`src/rtl/mips_pkg.sv`:
```
// Shared encodings for the multiply/divide unit: op codes, FSM states, divide-by-zero quotient.
package mips_pkg;

    typedef enum logic [1:0] {
        MD_MULT  = 2'b00,
        MD_MULTU = 2'b01,
        MD_DIV   = 2'b10,
        MD_DIVU  = 2'b11
    } md_op_t;

    typedef enum logic [1:0] {
        MD_IDLE  = 2'b00,
        MD_CALC  = 2'b01,
        MD_FIXUP = 2'b10
    } md_state_t;

    localparam logic [31:0] MD_DIV0_LO = 32'hFFFF_FFFF;

endpackage

```
`src/rtl/cond_negate.sv`:
```
// Conditional two's complement: result = neg ? -value : value. Combinational, no backpressure.
module cond_negate #(
    parameter int WIDTH = 32
) (
    input  logic             neg,
    input  logic [WIDTH-1:0] value,
    output logic [WIDTH-1:0] result
);

    assign result = neg ? (~value + 1'b1) : value;

endmodule

```
`src/rtl/mult_div_unit.sv`:
```
// Iterative MULT/MULTU/DIV/DIVU with HI/LO; WIDTH+1 edges per op, start ignored while busy.
// Optional MULT_DIV_EARLY_OUT_EN: zero-operand ops skip the iterations and finish 2 edges after start.
module mult_div_unit
    import mips_pkg::*;
#(
    parameter int WIDTH = 32
) (
    input  logic             clock,
    input  logic             reset,
    input  logic             start,
    input  logic [1:0]       op,
    input  logic [WIDTH-1:0] input_a,
    input  logic [WIDTH-1:0] input_b,
    input  logic             write_hi,
    input  logic             write_lo,
    output logic             busy,
    output logic             done,
    output logic [WIDTH-1:0] hi,
    output logic [WIDTH-1:0] lo
);

    localparam int CW = $clog2(WIDTH);

    md_state_t          state, state_next;
    logic [CW-1:0]      cnt;
    logic [WIDTH-1:0]   mag_a, mag_b;
    logic [2*WIDTH-1:0] acc, acc_step;
    logic               is_div_q, neg_q, neg_r, div0_q, early_q;
    logic               load, step, finish, hold;

    // Operand decode at the start-sampling edge
    logic             is_signed, is_div, div0_in, neg_a, neg_b, early_in;
    logic [WIDTH-1:0] abs_a, abs_b;

    assign is_signed = (op == MD_MULT) || (op == MD_DIV);
    assign is_div    = (op == MD_DIV) || (op == MD_DIVU);
    assign div0_in   = is_div && (input_b == '0);
    // Divide by zero keeps the raw dividend so HI reproduces it unmodified
    assign neg_a     = is_signed && input_a[WIDTH-1] && !div0_in;
    assign neg_b     = is_signed && input_b[WIDTH-1];

`ifdef MULT_DIV_EARLY_OUT_EN
    assign early_in = is_div ? ((input_a == '0) && (input_b != '0))
                             : ((input_a == '0) || (input_b == '0));
`else
    assign early_in = 1'b0;
`endif

    cond_negate #(.WIDTH(WIDTH)) u_abs_a (.neg(neg_a), .value(input_a), .result(abs_a));
    cond_negate #(.WIDTH(WIDTH)) u_abs_b (.neg(neg_b), .value(input_b), .result(abs_b));

    // One iteration: acc holds {partial product, multiplier} or {remainder, dividend/quotient}
    logic [WIDTH:0] mult_sum, rem_sh, diff;

    always_comb begin
        mult_sum = {1'b0, acc[2*WIDTH-1:WIDTH]} + (acc[0] ? {1'b0, mag_b} : '0);
        rem_sh   = {acc[2*WIDTH-1:WIDTH], acc[WIDTH-1]};
        diff     = rem_sh - {1'b0, mag_b};
        if (!is_div_q)
            acc_step = {mult_sum, acc[WIDTH-1:1]};
        else if (!diff[WIDTH])
            acc_step = {diff[WIDTH-1:0], acc[WIDTH-2:0], 1'b1};
        else
            acc_step = {rem_sh[WIDTH-1:0], acc[WIDTH-2:0], 1'b0};
    end

    // Sign fixup of the finished result
    logic [2*WIDTH-1:0] prod_fix;
    logic [WIDTH-1:0]   quot_fix, rem_fix, res_hi, res_lo;

    cond_negate #(.WIDTH(2*WIDTH)) u_fix_prod (.neg(neg_q), .value(acc), .result(prod_fix));
    cond_negate #(.WIDTH(WIDTH)) u_fix_quot (.neg(neg_q), .value(acc[WIDTH-1:0]), .result(quot_fix));
    cond_negate #(.WIDTH(WIDTH)) u_fix_rem (.neg(neg_r), .value(acc[2*WIDTH-1:WIDTH]), .result(rem_fix));

    always_comb begin
        res_hi = rem_fix;
        res_lo = quot_fix;
        if (!is_div_q) begin
            res_hi = prod_fix[2*WIDTH-1:WIDTH];
            res_lo = prod_fix[WIDTH-1:0];
        end else if (div0_q) begin
            res_hi = mag_a;
            res_lo = WIDTH'($signed(MD_DIV0_LO));
        end
    end

    always_ff @(posedge clock or posedge reset) begin
        if (reset) state <= MD_IDLE;
        else       state <= state_next;
    end

    always_comb begin
        state_next = state;
        busy       = (state != MD_IDLE);
        load       = 1'b0;
        step       = 1'b0;
        finish     = 1'b0;
        hold       = 1'b0;
        case (state)
            MD_IDLE: begin
                if (start) begin
                    load       = 1'b1;
                    state_next = early_in ? MD_FIXUP : MD_CALC;
                end
            end
            MD_CALC: begin
                step = 1'b1;
                if (cnt == CW'(WIDTH - 1)) state_next = MD_FIXUP;
            end
            MD_FIXUP: begin
                // Early-out spends one extra cycle here so done lands 2 edges after start
                if (early_q) begin
                    hold = 1'b1;
                end else begin
                    finish     = 1'b1;
                    state_next = MD_IDLE;
                end
            end
            default: state_next = MD_IDLE;
        endcase
    end

    always_ff @(posedge clock or posedge reset) begin
        if (reset) begin
            cnt      <= '0;
            mag_a    <= '0;
            mag_b    <= '0;
            acc      <= '0;
            is_div_q <= 1'b0;
            neg_q    <= 1'b0;
            neg_r    <= 1'b0;
            div0_q   <= 1'b0;
            early_q  <= 1'b0;
            done     <= 1'b0;
            hi       <= '0;
            lo       <= '0;
        end else begin
            done <= 1'b0;
            if (load) begin
                cnt      <= '0;
                mag_a    <= abs_a;
                mag_b    <= abs_b;
                acc      <= early_in ? '0 : {{WIDTH{1'b0}}, abs_a};
                is_div_q <= is_div;
                neg_q    <= is_signed && !div0_in && !early_in && (input_a[WIDTH-1] ^ input_b[WIDTH-1]);
                neg_r    <= is_signed && !div0_in && !early_in && input_a[WIDTH-1];
                div0_q   <= div0_in;
                early_q  <= early_in;
            end
            if (step) begin
                acc <= acc_step;
                cnt <= cnt + 1'b1;
            end
            if (hold) early_q <= 1'b0;
            if (finish) begin
                hi   <= res_hi;
                lo   <= res_lo;
                done <= 1'b1;
            end
            if ((state == MD_IDLE) && !start && write_hi) hi <= input_a;
            if ((state == MD_IDLE) && !start && write_lo) lo <= input_a;
        end
    end

endmodule

```
`config.mk`:
```
export PLATFORM = sky130hd
export DESIGN_NAME = mult_div_unit
export DESIGN_NICKNAME = d
export VERILOG_FILES = /design/src/rtl/mips_pkg.sv /design/src/rtl/cond_negate.sv /design/src/rtl/mult_div_unit.sv
export SDC_FILE = /design/constraint.sdc
export NUM_CORES = 1
export LEC_CHECK = 0
export CAP_MARGIN = 30
export CORE_UTILIZATION = 45
export CTS_BUF_LIST = sky130_fd_sc_hd__clkbuf_4 sky130_fd_sc_hd__clkbuf_8
export DETAILED_ROUTE_END_ITERATION = 10
export PLACE_DENSITY = 0.67
export SETUP_SLACK_MARGIN = 0.02
export SYNTH_ARGS = -nofsm -noshare
export SYNTH_HDL_FRONTEND = slang
export SYNTH_HIERARCHICAL = 1
export SYNTH_SLANG_ARGS = --single-unit
```
`constraint.sdc`:
```
create_clock -name clock -period 6.9 [get_ports clock]
set_input_delay 1.38 -clock clock [delete_from_list [all_inputs] [get_ports clock]]
set_output_delay 1.38 -clock clock [all_outputs]
set_load 0.005 [all_outputs]
```
==> impl_metrics.toml <==
[synth]
synth_edf_count = 0
yosys.area.top_type = "dfrtp_1"
syn_area_um2 = 17900
ys_ff_latch = 204
ys.warnings.count = 6
syn-num-nets = 2254
yosysMostFrequentCell = "nand2_1"
synth_flop_cell = "dfrtp_1"
synth.top_cells.by_count = "nand2_1, xnor2_1, dfrtp_1"
synth.area.top_cells = "dfrtp_1, xnor2_1, nand2_1"
synth_cells = 2110
ys_seq_area_share_pct = 28.5
synth_area_per_cell_um2 = 8.50
synthDistinctLibCells = 95
async_flop_share_pct = 100
synth.top_cell.area_share_pct = 28.5

[final_layout]
fill_cells = 3615
multi_input_area_um2 = 12100
antenna_cells = 0
regArea_um2 = 5110
areaGrowthSynthToFinish_pct = 15.0
final_nets = 2343
drive_above_1_share_pct = 9.52

[drt]
drt_first_pass_iters = 7
avgViaCountPerCell = 6.18
drt_iter0_markers = 1425
wl_per_cell_um = 20.8
wl_um = 57000
drc = 0
final_antenna_net_count = 0
dr_total_vias = 16900

[grt]
gr-usage-all-layers_pct = 27.7
grt_max_degree = 82
antenna_found_initial = 0
grt_pass1_vias = 16100
grt.overflow.total = 0
grt_pass1_wl_um = 89700

[cts]
cts_sinks = 204
cts_buffers = 40
postCtsHoldBufs = 0
postCtsSetupRepairBufs = 0
ctsResizeCount = 0
clkTransAtPathRegs_ns = 0.06
cts-htree-levels = 2
cts_tree = "yes"
clk_latency_ns = 0.61
clk_path_buf_depth = 3
clockRootBuffer = "clkbuf_8"

[placed_design]
pre_cts_ws_ns = 2.81
numPortBuffers = 136
finalWeightedCongestion = 0.919
dp_hpwl_um = 41900

[sta]
finalHoldViolCount = 0
worst_pin_slew_ns = 1.06
max-slew-margin-rel_pct = 29.5
finalSetupViolCount = 0
drv_slew = 0
fin_crit_sh_pct = 59.9
finClkSkew_ns = 0.0252
final.setup.tns_ns = 0
rsz0062_at_grt = "false"
max_freq_ghz = 0.242
layout_setup_ws_ns = 2.77
period_needed_ns = 4.13

[critical_path]
cp-start-kind = "register"
cp.required_ns = 7.35
crit_arrival_ns = 4.58
rrSetupSlack_ns = 2.77
worstSetupPathType = "reg2reg"
cp_max_fo = 33
cp-end-kind = "register"

[min_path]
min_path_type = "reg2reg"

[power_and_ir_drop]
powerDensity_nw_per_um2 = 523
peakVddDrop_v = 0.000244
leakage_nw = 7.93

[floorplan]
die_h_um = 202
core.rowCount = 72
die-width_um = 202
die_area_um2 = 40600
initial_core_util_pct = 46.0
io_pins = 137
core_area_um2 = 39000

[flow_run]
drv_cap = 0

[status]
status = "completed"
-- registers in the layout (all words and copies together) (netlist names) --
signal    count
done          1
lo           32
neg_r         1
div0_q        1
acc          64
mag_b        32
neg_q         1
state         2
mag_a        32
cnt           5
hi           32
is_div_q      1
-- layer usage --
layer | share of wire, % | GRT usage, % | up-vias
li1 | - | - | 7965
met1 | 44 | 37.0 | 8210
met2 | 46 | 45.5 | 667
met3 | 6.6 | 3.71 | 106
met4 | 3.2 | 10.1 | 0
met5 | 0 | 0 | -
-- metrics by stage --
stage,power (mW),util [%],hold slack (ns),cell area (um^2),instances
floorplan,7.40,-,0.446,17900,2110
global placement,9.21,50.4,0.458,19600,2669
detailed placement,9.37,50.7,0.472,19800,2675
CTS,10.7,52.9,0.487,20600,2744
global route,11.6,52.9,0.494,20600,2744
finish,10.8,52.9,0.485,20600,2744
-- power breakdown --
group / total (mW) / switching (mW) / internal [mW]
clock: 1.31 / 0.561 / 0.746
combinational: 6.59 / 3.56 / 3.03
sequential: 2.89 / 1.11 / 1.78
-- final cells by class --
class	count	share of cell area [%]
flip-flops and latches	204	24.8
well taps	518	3.14
clock inverters	3	0.103
clock buffers	66	3.98
repair buffers	158	7.89
multi-input cells	1731	58.9
inverters	64	1.18
-- worst max-delay path, cell delays in order (launching register included) --
cell,delay (ns)
dfrtp_1,0.64
buf_4,0.41
and2_1,0.22
ha_1,0.23
nand4_1,0.20
nor4_1,0.40
o311ai_1,0.29
a31oi_1,0.30
o21ai_1,0.24
or4_1,0.55
a32oi_1,0.30
o221ai_1,0.18
-- logic make-up after synthesis --
logic type / Yosys count / share of synthesized area [%]
compound gates: 642 / 25.3
simple gates: 697 / 20.9
flops: 204 / 28.5
mux: 88 / 4.92
buf+inv: 175 / 3.92
xor+xnor: 231 / 11.3
fa+ha+maj: 73 / 5.18
-- final timing paths --
kind | from | endpoint | cells past startpoint
setup / recovery | acc[0]$_DFFE_PP0P_ | acc[62]$_DFFE_PP0P_ | 11
hold / removal | mag_a[0]$_DFFE_PP0P_ | mag_a[0]$_DFFE_PP0P_ | 2
setup reg to reg | acc[0]$_DFFE_PP0P_ | acc[62]$_DFFE_PP0P_ | 11
hold reg to reg | mag_a[0]$_DFFE_PP0P_ | mag_a[0]$_DFFE_PP0P_ | 2
max in group asynchronous | reset | div0_q$_DFFE_PP0P_ | 4
min in group asynchronous | reset | acc[39]$_DFFE_PP0P_ | 2
-- placed cells by master, fill, tap and decap left out, drive strengths merged, types with 24 or more instances in the layout --
master / count
nand2: 347
o21ai: 219
xnor2: 213
dfrtp: 204
clkdlybuf4s50: 136
mux2i: 87
ha: 71
clkbuf: 66
o31ai: 64
inv: 63
nor2: 59
a22oi: 58
a21oi: 51
o41ai: 51
o211ai: 42
nor4: 39
and2: 38
nand3: 38
a31oi: 26
nand2b: 26
nand4: 24
Note: power is estimated with default switching activity, not from simulation.
==> patch: new RTL, same flow settings <==
`WIDTH` is set to 32 in 2 places; all go to 16.
--- a/src/rtl/cond_negate.sv
+++ b/src/rtl/cond_negate.sv
@@ -1,6 +1,6 @@
 // Conditional two's complement: result = neg ? -value : value. Combinational, no backpressure.
 module cond_negate #(
-    parameter int WIDTH = 32
+    parameter int WIDTH = 16
 ) (
     input  logic             neg,
     input  logic [WIDTH-1:0] value,
--- a/src/rtl/mult_div_unit.sv
+++ b/src/rtl/mult_div_unit.sv
@@ -3,7 +3,7 @@
 module mult_div_unit
     import mips_pkg::*;
 #(
-    parameter int WIDTH = 32
+    parameter int WIDTH = 16
 ) (
     input  logic             clock,
     input  logic             reset,
Ports: changed (resized hi, input_a, input_b and lo); port bits go from 137 to 73. The function was not compared with the original's and may differ.
==> patch against the unedited design <==
Register-to-register slack improved by 0.60 ns; highest routed layer unchanged; die area decreased by 50%; maximum frequency increased by 0.19%; global-route usage decreased by 2.6 points; synthesized area decreased by 50%; count of clock-buffer cells in the layout decreased by 54; setup slack improved by 0.0080 ns; power decreased by 52%; via count decreased by 52%; routed wire length decreased by 57%; sequential cell count decreased by 97; critical path depth decreased by 1; sequential power decreased by 51%; final area decreased by 51%.
==> patch: results (changes against the unedited design) <==
stage;metric;value;unit;change
synthesis;synth_commonest_cells;196 x sky130_fd_sc_hd__nand2_1, 107 x sky130_fd_sc_hd__dfrtp_1, 105 x sky130_fd_sc_hd__o21ai_0;;
placement;gp_congestion;0.940;;+2.3%
grt;grt_pass1_wl;39900;um;-55%
critical_path;critical_path.max_fanout;17;;-48%
power;vdd_ir_drop_max;0.000203;V;-17%
power;p_switching;2.59;mW;-51%
critical_path;critical-path-top-delay-family;simple AND/OR/NAND/NOR gates;;
cells_and_area;drive_above_1_share;0.0746;;-0.0206
power;p_leak;4.02;nW;-49%
critical_path;worst_path_max_delay_cell;sky130_fd_sc_hd__or4b_2;;
clocking;cts_buffers;9;;-78%
sta;max-slew-margin-rel;0.324;;+0.0285
route;first_iter_violations;720;;-49%
critical_path;worst_ep_arrival_time;4.40;ns;-0.18 ns
sta;fin_worst_skew;0.0166;ns;-0.00866 ns
route;routed_via_density;5.85;;-5.2%
outcome;result_of_the_run;completed;;
critical_path;regToRegStartpoint;acc[15];;
placement;port-buffer-count;72;;-47%
cells_and_area;final_net_count;1186;;-49%
synthesis;netlist-cell-type-count;71;;-25%
synthesis;synth_fa_ha_area_frac;0.0575;;+0.00574
synthesis;synthTopCellsByArea;sky130_fd_sc_hd__dfrtp_1 30%, sky130_fd_sc_hd__nand2_1 8.2%, sky130_fd_sc_hd__xnor2_1 7.3%, sky130_fd_sc_hd__o21ai_0 5.9%, sky130_fd_sc_hd__ha_1 5.3%;;
critical_path;r2r_end;acc[31];;
synthesis;synth-compound-area-share;0.256;;+0.00309
placement;detailedPlacementHpwl;17700;um;-58%
grt;overflow;0;;unchanged
critical_path;worst_r2r_path_depth;10;;-1
hold_path;timing.hold.worst.class;reg -> reg;;
clocking;cts_max_path_buffers;2;;-1
synthesis;sequential_area_share_after_synthesis;0.299;;+0.0141
clocking;clk-insertion-delay-late;0.41;ns;-0.20 ns
hold_path;worstHoldEndpoint;mag_a[0];;
grt;grt_max_degree;77;;-6.1%
synthesis;syn-num-nets;1147;;-49%
route;drtPass1Iterations;5;;-2
grt;gr-usage-all-layers;0.250;;-0.0261
grt;grt_pass1_vias;7711;;-52%
synthesis;post_synth_mux_area_share;0.0448;;-0.00438
critical_path;regToRegSetupSlack;3.37;ns;+0.60 ns
synthesis;synth-xor-area-share;0.105;;-0.00827
route;drt-wirelength-per-cell;17.7;um;-15%
clocking;ctsHtreeMaxLevel;3;;+1
clocking;cts.clk_slew.worst_paths;0.11;ns;+0.05 ns
cells_and_area;largest_register_ffs;32;;-50%
==> patch: changes by cell type after synthesis, sizes merged, moves of 32 or more <==
| cell | change |
|---|---|
| o41ai | -34 |
| clkbuf | -53 |
| o31ai | -32 |
| a22oi | -37 |
| o21ai | -113 |
| mux2i | -48 |
| nand2 | -150 |
| xnor2 | -138 |
| ha | -33 |
| dfrtp | -97 |
==> patch: metal layers <==
metal,global-route usage,vias to the layer above,part of all wire
li1,-,3948,-
met1,0.315,3838,0.44
met2,0.440,237,0.49
met3,0.0275,38,0.045
met4,0.0911,0,0.022
met5,0,-,0
==> patch: kinds of logic after synthesis <==
group                      Yosys count
and+or+nand+nor                    348
AOI/OAI and AO/OA                  324
xor gates and xnor gates           107
DFF                                107
buffers and inverters              102
muxes                               40
adders and majority gates           40
==> patch: area by class of cell <==
class	instances	area, sq um
clock buffer	12	159
clock inverter	4	32.5
fill	1929	9410
inverter	48	183
multi-input combinational	859	5870
sequential	107	2680
tap	265	332
timing repair buffer	82	796
==> patch: metrics by stage <==
stage / instance area, sq um / utilization / worst slack [ns] / hold slack (ns) / std cells
floorplan: 8960 / - / 2.70 / 0.444 / 1068
global placement: 9860 / 0.507 / 2.54 / 0.461 / 1361
detailed placement: 9860 / 0.507 / 2.44 / 0.463 / 1361
CTS: 10100 / 0.516 / 2.86 / 0.493 / 1377
global route: 10100 / 0.516 / 2.65 / 0.519 / 1377
finish: 10100 / 0.516 / 2.78 / 0.488 / 1377
==> patch: worst max-delay path by stage <==
stage | from | end | slack [ns] | depth (start not counted)
6_report | input_b[3] | acc[10] | 2.78 | 10
5_1_grt | input_b[3] | acc[10] | 2.65 | 10
4_1_cts | input_b[3] | acc[10] | 2.86 | 10
3_5_place_dp | input_b[3] | acc[10] | 2.44 | 10
3_3_place_gp | input_b[3] | acc[8] | 2.54 | 10
2_1_floorplan | reset | acc[0] | 2.70 | 1
==> patch: power groups by stage <==
stage | combinational [mW] | clock, mW | sequential (mW)
global placement | 3.31 | 0 | 1.43
detailed placement | 3.35 | 0 | 1.43
CTS | 3.36 | 0.404 | 1.42
global route | 3.77 | 0.424 | 1.48
floorplan | 2.61 | 0 | 1.28
finish | 3.38 | 0.400 | 1.43
==> patch: worst register-to-register path: cells and delay by family (launching register included) <==
kind	cells	cell delay, ns
flip-flops	1	0.74
AO/OA/AOI/OAI	4	1.00
adder cells (fa/ha/maj)	2	0.65
buffers and inverters	1	0.10
AND/OR/NAND/NOR	3	0.94
